$ cat config.mk
export PLATFORM = sky130hd
export DESIGN_NAME = chbuf_writer_flat
export DESIGN_NICKNAME = d
export VERILOG_FILES = /design/src/rtl/chbuf_writer_if.sv /design/src/rtl/chbuf_writer.sv /design/src/flat_wrapper.sv
export SDC_FILE = /design/constraint.sdc
export NUM_CORES = 1
export LEC_CHECK = 0
export BUFFER_PORTS_ARGS = -buffer_cell sky130_fd_sc_hd__buf_2
export CAP_MARGIN = 40
export CORE_MARGIN = 10
export CORE_UTILIZATION = 40
export DETAILED_ROUTE_END_ITERATION = 10
export PLACE_DENSITY = 0.67
export SLEW_MARGIN = 30
export SYNTH_ARGS = -nofsm -noshare
export SYNTH_HDL_FRONTEND = slang
export SYNTH_SLANG_ARGS = --single-unit
$ cat constraint.sdc
create_clock -name clk -period 3.05 [get_ports clk]
set_input_delay 0.1525 -clock clk [delete_from_list [all_inputs] [get_ports clk]]
set_output_delay 0.1525 -clock clk [all_outputs]
set_load 0.05 [all_outputs]
$ cat src/rtl/chbuf_writer_if.sv
// Bus-write and character-buffer write signals of chbuf_writer.
// master drives register strobes and sees buffer writes; slave is the writer block.
interface chbuf_writer_if #(
  parameter int AW = 8,
  parameter int DW = 16,
  parameter int CW = 14
);
  logic          do_write;
  logic [AW-1:0] w_adr;
  logic [DW-1:0] w_data;
  logic          chbuf_w;
  logic [CW-1:0] chbuf_adr;
  logic [7:0]    chbuf_data;
  logic [15:0]   status;

  modport master (
    output do_write, w_adr, w_data,
    input  chbuf_w, chbuf_adr, chbuf_data, status
  );

  modport slave (
    input  do_write, w_adr, w_data,
    output chbuf_w, chbuf_adr, chbuf_data, status
  );
endinterface

$ cat src/rtl/chbuf_writer.sv
// Queues bus register writes and turns them into character-buffer cell writes (single, auto-inc, clear).
// WRITE reaches chbuf_w two edges after its strobe; a full command FIFO drops strobes and sets sticky overflow.
module chbuf_writer #(
  parameter int AW        = 8,
  parameter int DW        = 16,
  parameter int CW        = 14,
  parameter int DEPTH     = 8,
  parameter int CLEAR_LEN = 16384
) (
  input logic          clk,
  input logic          rst,
  chbuf_writer_if.slave bus
);
  localparam int PW   = (CW > 8) ? CW : 8;
  localparam int PTRW = $clog2(DEPTH);
  localparam int LW   = PTRW + 1;

  localparam logic [2:0]    OP_SET = 3'd0;
  localparam logic [2:0]    OP_WR  = 3'd2;
  localparam logic [2:0]    OP_WRI = 3'd3;
  localparam logic [2:0]    OP_CLR = 3'd4;
  localparam logic [CW-1:0] FILL_LAST = CW'(CLEAR_LEN - 1);

  typedef struct packed {
    logic [2:0]    op;
    logic [PW-1:0] dat;
  } cmd_t;

  typedef enum logic [1:0] {IDLE, EXEC, FILL} state_t;

  state_t          state;
  cmd_t            fifo_mem [DEPTH];
  logic [PTRW-1:0] wr_ptr;
  logic [PTRW-1:0] rd_ptr;
  logic [LW-1:0]   level;
  cmd_t            cmd;
  logic [CW-1:0]   cur_adr;
  logic [CW-1:0]   fill_adr;
  logic [7:0]      fill_chr;
  logic            ovf;

  logic          chbuf_w_r;
  logic [CW-1:0] chbuf_adr_r;
  logic [7:0]    chbuf_data_r;
  logic [15:0]   status_r;

  logic          is_cmd;
  logic          is_ovf_clr;
  logic          full;
  logic          pop;
  logic          push;
  logic          drop;
  logic [LW-1:0] level_nxt;
  logic          ovf_nxt;
  logic          busy_nxt;

  // Only the data bits a command can consume are stored in the FIFO.
  logic unused_bits;
  assign unused_bits = ^bus.w_data;

  always_comb begin
    is_cmd     = bus.do_write && !rst &&
                 (bus.w_adr == AW'(0) || bus.w_adr == AW'(2) ||
                  bus.w_adr == AW'(3) || bus.w_adr == AW'(4));
    is_ovf_clr = bus.do_write && !rst && (bus.w_adr == AW'(5));
    full       = (level == LW'(DEPTH));
    pop        = (state == IDLE) && (level != '0);
    push       = is_cmd && (!full || pop);
    drop       = is_cmd && full && !pop;
    level_nxt  = level + LW'(push) - LW'(pop);
    ovf_nxt    = drop | (ovf & ~is_ovf_clr);
    // Status is registered, so busy is predicted from the state this edge will leave behind.
    busy_nxt   = pop ||
                 (state == EXEC && cmd.op == OP_CLR) ||
                 (state == FILL && fill_adr != FILL_LAST) ||
                 (level_nxt != '0);
  end

  always_ff @(posedge clk) begin
    if (push) begin
      fifo_mem[wr_ptr] <= '{op: bus.w_adr[2:0], dat: bus.w_data[PW-1:0]};
    end
  end

  always_ff @(posedge clk) begin
    if (rst) begin
      state        <= IDLE;
      wr_ptr       <= '0;
      rd_ptr       <= '0;
      level        <= '0;
      cmd          <= '0;
      cur_adr      <= '0;
      fill_adr     <= '0;
      fill_chr     <= '0;
      ovf          <= 1'b0;
      chbuf_w_r    <= 1'b0;
      chbuf_adr_r  <= '0;
      chbuf_data_r <= '0;
      status_r     <= '0;
    end else begin
      if (push) wr_ptr <= wr_ptr + 1'b1;
      if (pop)  rd_ptr <= rd_ptr + 1'b1;
      level     <= level_nxt;
      ovf       <= ovf_nxt;
      status_r  <= {8'h00, 4'(level_nxt), 2'b00, ovf_nxt, busy_nxt};
      chbuf_w_r <= 1'b0;
      case (state)
        IDLE: begin
          if (pop) begin
            cmd   <= fifo_mem[rd_ptr];
            state <= EXEC;
          end
        end
        EXEC: begin
          state <= IDLE;
          case (cmd.op)
            OP_SET: cur_adr <= cmd.dat[CW-1:0];
            OP_WR, OP_WRI: begin
              chbuf_w_r    <= 1'b1;
              chbuf_adr_r  <= cur_adr;
              chbuf_data_r <= cmd.dat[7:0];
              if (cmd.op == OP_WRI) cur_adr <= cur_adr + 1'b1;
            end
            OP_CLR: begin
              fill_chr <= cmd.dat[7:0];
              fill_adr <= '0;
              state    <= FILL;
            end
            default: ;
          endcase
        end
        FILL: begin
          chbuf_w_r    <= 1'b1;
          chbuf_adr_r  <= fill_adr;
          chbuf_data_r <= fill_chr;
          fill_adr     <= fill_adr + 1'b1;
          if (fill_adr == FILL_LAST) begin
            cur_adr <= '0;
            state   <= IDLE;
          end
        end
        default: state <= IDLE;
      endcase
    end
  end

  assign bus.chbuf_w    = chbuf_w_r;
  assign bus.chbuf_adr  = chbuf_adr_r;
  assign bus.chbuf_data = chbuf_data_r;
  assign bus.status     = status_r;
endmodule

$ cat src/flat_wrapper.sv
// flat-port wrapper written by rule: the top's interface ports become plain ports
module chbuf_writer_flat 
#(
  parameter int AW        = 8,
  parameter int DW        = 16,
  parameter int CW        = 14,
  parameter int DEPTH     = 8,
  parameter int CLEAR_LEN = 16384
)
  (clk, rst, bus_do_write, bus_w_adr, bus_w_data, bus_chbuf_w, bus_chbuf_adr, bus_chbuf_data, bus_status);
  chbuf_writer_if #(.AW(AW), .DW(DW), .CW(CW)) bus_i ();
  input logic clk;
  input logic rst;
  input wire logic [$bits(bus_i.do_write)-1:0] bus_do_write;
  input wire logic [$bits(bus_i.w_adr)-1:0] bus_w_adr;
  input wire logic [$bits(bus_i.w_data)-1:0] bus_w_data;
  output wire logic [$bits(bus_i.chbuf_w)-1:0] bus_chbuf_w;
  output wire logic [$bits(bus_i.chbuf_adr)-1:0] bus_chbuf_adr;
  output wire logic [$bits(bus_i.chbuf_data)-1:0] bus_chbuf_data;
  output wire logic [$bits(bus_i.status)-1:0] bus_status;
  assign bus_i.do_write = bus_do_write;
  assign bus_i.w_adr = bus_w_adr;
  assign bus_i.w_data = bus_w_data;
  assign bus_chbuf_w = bus_i.chbuf_w;
  assign bus_chbuf_adr = bus_i.chbuf_adr;
  assign bus_chbuf_data = bus_i.chbuf_data;
  assign bus_status = bus_i.status;
  chbuf_writer #(.AW(AW), .DW(DW), .CW(CW), .DEPTH(DEPTH), .CLEAR_LEN(CLEAR_LEN)) u_core (.clk(clk), .rst(rst), .bus(bus_i));
endmodule
==> flow_summary.ini <==
[route]
vias = 5837
final_antenna_net_count = 0
drt-initial-drc-count = 460
routedWlPerCell_um = 17.4
wl_um = 19500
drc = 0
firstDrtPassIters = 5
routed_via_density = 5.21

[yosys]
post_synth.cell_area_avg_um2 = 13.3
synth_top_family_by_area = multiplexers
async_flop_share = 0
synthTopCellsByArea = edfxtp_1 (43%), dfxtp_1 (19%), mux4_2 (8.1%)
muxShareOfSynthArea = 0.124
synthSimpleGateAreaFrac = 0.102
synth_ff_type = edfxtp_1
ys_seq_area_frac = 0.623
synth_top_area_frac = 0.432
ys_ff_latch = 226
yosys.area_share.xor_xnor = 0.0185
synth_fa_ha_area_frac = 0.0193
synthCells = 710
synthDistinctLibCells = 59
synth_compound_area_frac = 0.0761
syn_area_um2 = 9450
synth_warnings = 0
synth-edff-count = 136
synth_top_area_cell = edfxtp_1

[placed_design]
dp_hpwl_um = 12600
dp.cells = 1062
io_buffer_count = 53
place_congestion = 0.806

[timing]
fmax_ghz = 0.390
hold_viol = 0
max-slew-margin-rel = 0.475
rsz0062_at_grt = false
min_period_over_period = 0.840
slew_viol_final = 0
finalCriticalPeriod_ps = 2560
finalSetupViolCount = 0
fin_tns_setup_ps = 0
tightest_slew_ps = 788
fin_skew_ps = 7.97
worst_hold_slack_ps = 49.8

[final_layout]
final_cells = 1120
utilization = 0.473
final_nets = 827
areaGrowthSynthToFinish_pct = 16.7
n_antenna_cell = 0
num-fill-cells = 2071
drive_above_1_share = 0.194

[clock_network]
clk_pin_slew_worst_paths_ps = 60
cts.sinks = 226
clock_path_buffers = 3
cts.htree.levels = 1
clk_latency_ps = 520
cts_tree = built
root_buffer = clkbuf_16
numCtsBuffers = 24
post-cts-setup-buffer-count = 0

[power_and_ir_drop]
finalPower_mw = 8.83
p_switching_mw = 2.84
leakage_nw = 3.68
p_int_mw = 6.00
pwr-share-comb = 0.274
sequentialPowerShare = 0.425
peakVddDrop_uv = 610
power_per_cell_area_nw_per_um2 = 801
clkPwrFrac = 0.301
switching_share = 0.321

[grt]
grt_max_degree = 74
grt_pass1_vias = 5840
grt_remaining_overflow = 0
gr-usage-all-layers = 0.128
antenna_found_initial = 0
grt_pass1_wl_um = 31900

[setup_path]
path_max_fanout = 4
crit_cells = 12
end_kind = flop
required_ps = 3430
worstSetupStartpointType = flop
r2r-end = u_core.bus.status[0]
cp_slowest_cell = fa_1
worstPathArrival_ps = 2950
critical_path.max_stage_delay_ps = 370
crit_buf_inv = 3
ff2ff_setup_slack_ps = 490
worstReg2RegStart = u_core.state[0]
critPathKind = reg2reg
reg2regPathDepth = 12
crit_chain = inv_1 -> ha_1 -> a21boi_4 -> ha_1 -> inv_1 -> ha_1 -> inv_1 -> fa_1 -> xor2_1 -> nand4b_1 -> nor4b_1 -> nor2_1
crit_family = adder cells

[outcome]
status = finished clean

[hold_path]
hold_start = bus_w_adr[3]
min_path_cells = 5
hp-class = in2reg
min_to = u_core.bus.status[1]

[die]
io_pins = 66
core_area_um2 = 23300
die_w_um = 174
start_util = 0.405
row_count = 56
dieArea_um2 = 30200
die_h_um = 174

[flow_run]
drv_cap = 0
==> metal layers <==
metal / global-route usage / vias to the layer above / share of wire
li1: - / 2810 / -
met1: 0.164 / 2850 / 0.44
met2: 0.216 / 140 / 0.48
met3: 0.0257 / 37 / 0.051
met4: 0.0385 / 0 / 0.029
met5: 0 / - / 0
==> worst register-to-register path: cells and delay by family, from the launching register on <==
| family | cells | cell delay (ps) |
|---|---|---|
| compound gates | 1 | 160 |
| xor+xnor | 1 | 190 |
| fa+ha+maj | 4 | 1040 |
| buf+inv | 3 | 170 |
| flops | 1 | 350 |
| simple gates | 3 | 510 |
==> kinds of logic after synthesis <==
kind of cell	after synthesis
multiplexers	75
other	1
flip-flops	226
AO/OA/AOI/OAI	104
XOR/XNOR	20
AND/OR/NAND/NOR	195
buffers and inverters	75
adder cells (fa/ha/maj)	14
==> worst max path at each step <==
stage | to | start
floorplan | u_core.bus.status[0] | u_core.bus.status[6]
global placement | u_core.bus.status[0] | bus_w_adr[5]
detailed placement | u_core.bus.status[0] | bus_w_adr[5]
CTS | u_core.bus.status[0] | u_core.state[0]
global route | u_core.bus.status[0] | u_core.state[0]
finish | u_core.bus.status[0] | u_core.state[0]
==> synthesized netlist by cell type, drive strengths merged (3+ instances only) <==
cell / instances
nor2b: 4
and2: 6
and4: 4
o21ai: 13
and3: 5
mux2i: 41
nand3: 20
nor3: 9
nor2: 70
o211ai: 3
buf: 24
nor4: 3
ha: 13
o311ai: 5
a211oi: 39
dfxtp: 90
xor2: 9
inv: 23
clkbuf: 28
nand2b: 4
edfxtp: 136
nand4: 5
mux4: 34
nand2: 47
xnor2: 11
a21oi: 24
o31ai: 3
nor3b: 6
==> registers in the layout (all words and copies together) (netlist names) <==
name,flops
u_core.bus.chbuf_data,8
u_core.rd_ptr,3
u_core.wr_ptr,3
u_core.bus.status,5
u_core.fifo_mem,136
u_core.cmd,17
u_core.bus.chbuf_adr,14
u_core.state,2
u_core.bus.chbuf_w,1
u_core.level,1
u_core.fill_adr,14
u_core.fill_chr,8
u_core.cur_adr,14
==> area by class of cell <==
class / count / area, µm² / share of cell area
inverter: 23 / 86.3 / 0.00783
timing repair buffer: 93 / 646 / 0.0585
clock inverter: 6 / 51.3 / 0.00465
multi-input combinational: 418 / 3280 / 0.298
clock buffer: 35 / 672 / 0.0609
tap: 319 / 399 / 0.0362
sequential: 226 / 5890 / 0.534
==> repair_timing <==
action,CTS,global route
setup endpoints to repair,0,0
resized for setup,0,0
endpoints found under the hold margin,136,0
hold buffers,17,0
==> power groups by stage <==
stage,Clock [mW],Sequential [mW],Combinational [mW]
finish,2.66,3.76,2.42
global placement,0,3.81,2.38
detailed placement,0,3.83,2.41
CTS,2.72,3.76,2.45
global route,2.86,3.80,2.67
floorplan,0,4.01,1.59
==> per-stage QoR <==
| step | worst slack, ps | area, µm² |
|---|---|---|
| floorplan | -27.0 | 9490 |
| global placement | 336 | 10100 |
| detailed placement | 266 | 10100 |
| CTS | 473 | 11000 |
| global route | 202 | 11000 |
| finish | 487 | 11000 |
==> cells in the final DEF (no fill, tap or decap), drive strengths merged, types with 3 or more instances in the layout <==
cell type and n:
o21ai 13, nor2 70, nand4 5, xnor2 11
and2 6, dlygate4sd3 17, o311ai 5, o211ai 3
nor3 9, nor3b 6, nor2b 4, nor4 3
conb 10, clkbuf 35, a21oi 24, mux2i 41
nand3 20, buf 76, clkinv 6, o31ai 3
and3 5, edfxtp 136, mux4 34, inv 23
a211oi 39, xor2 9, nand2 47, and4 4
nand2b 4, ha 13, dfxtp 90
No activity file was read; power rests on OpenSTA's default activity.
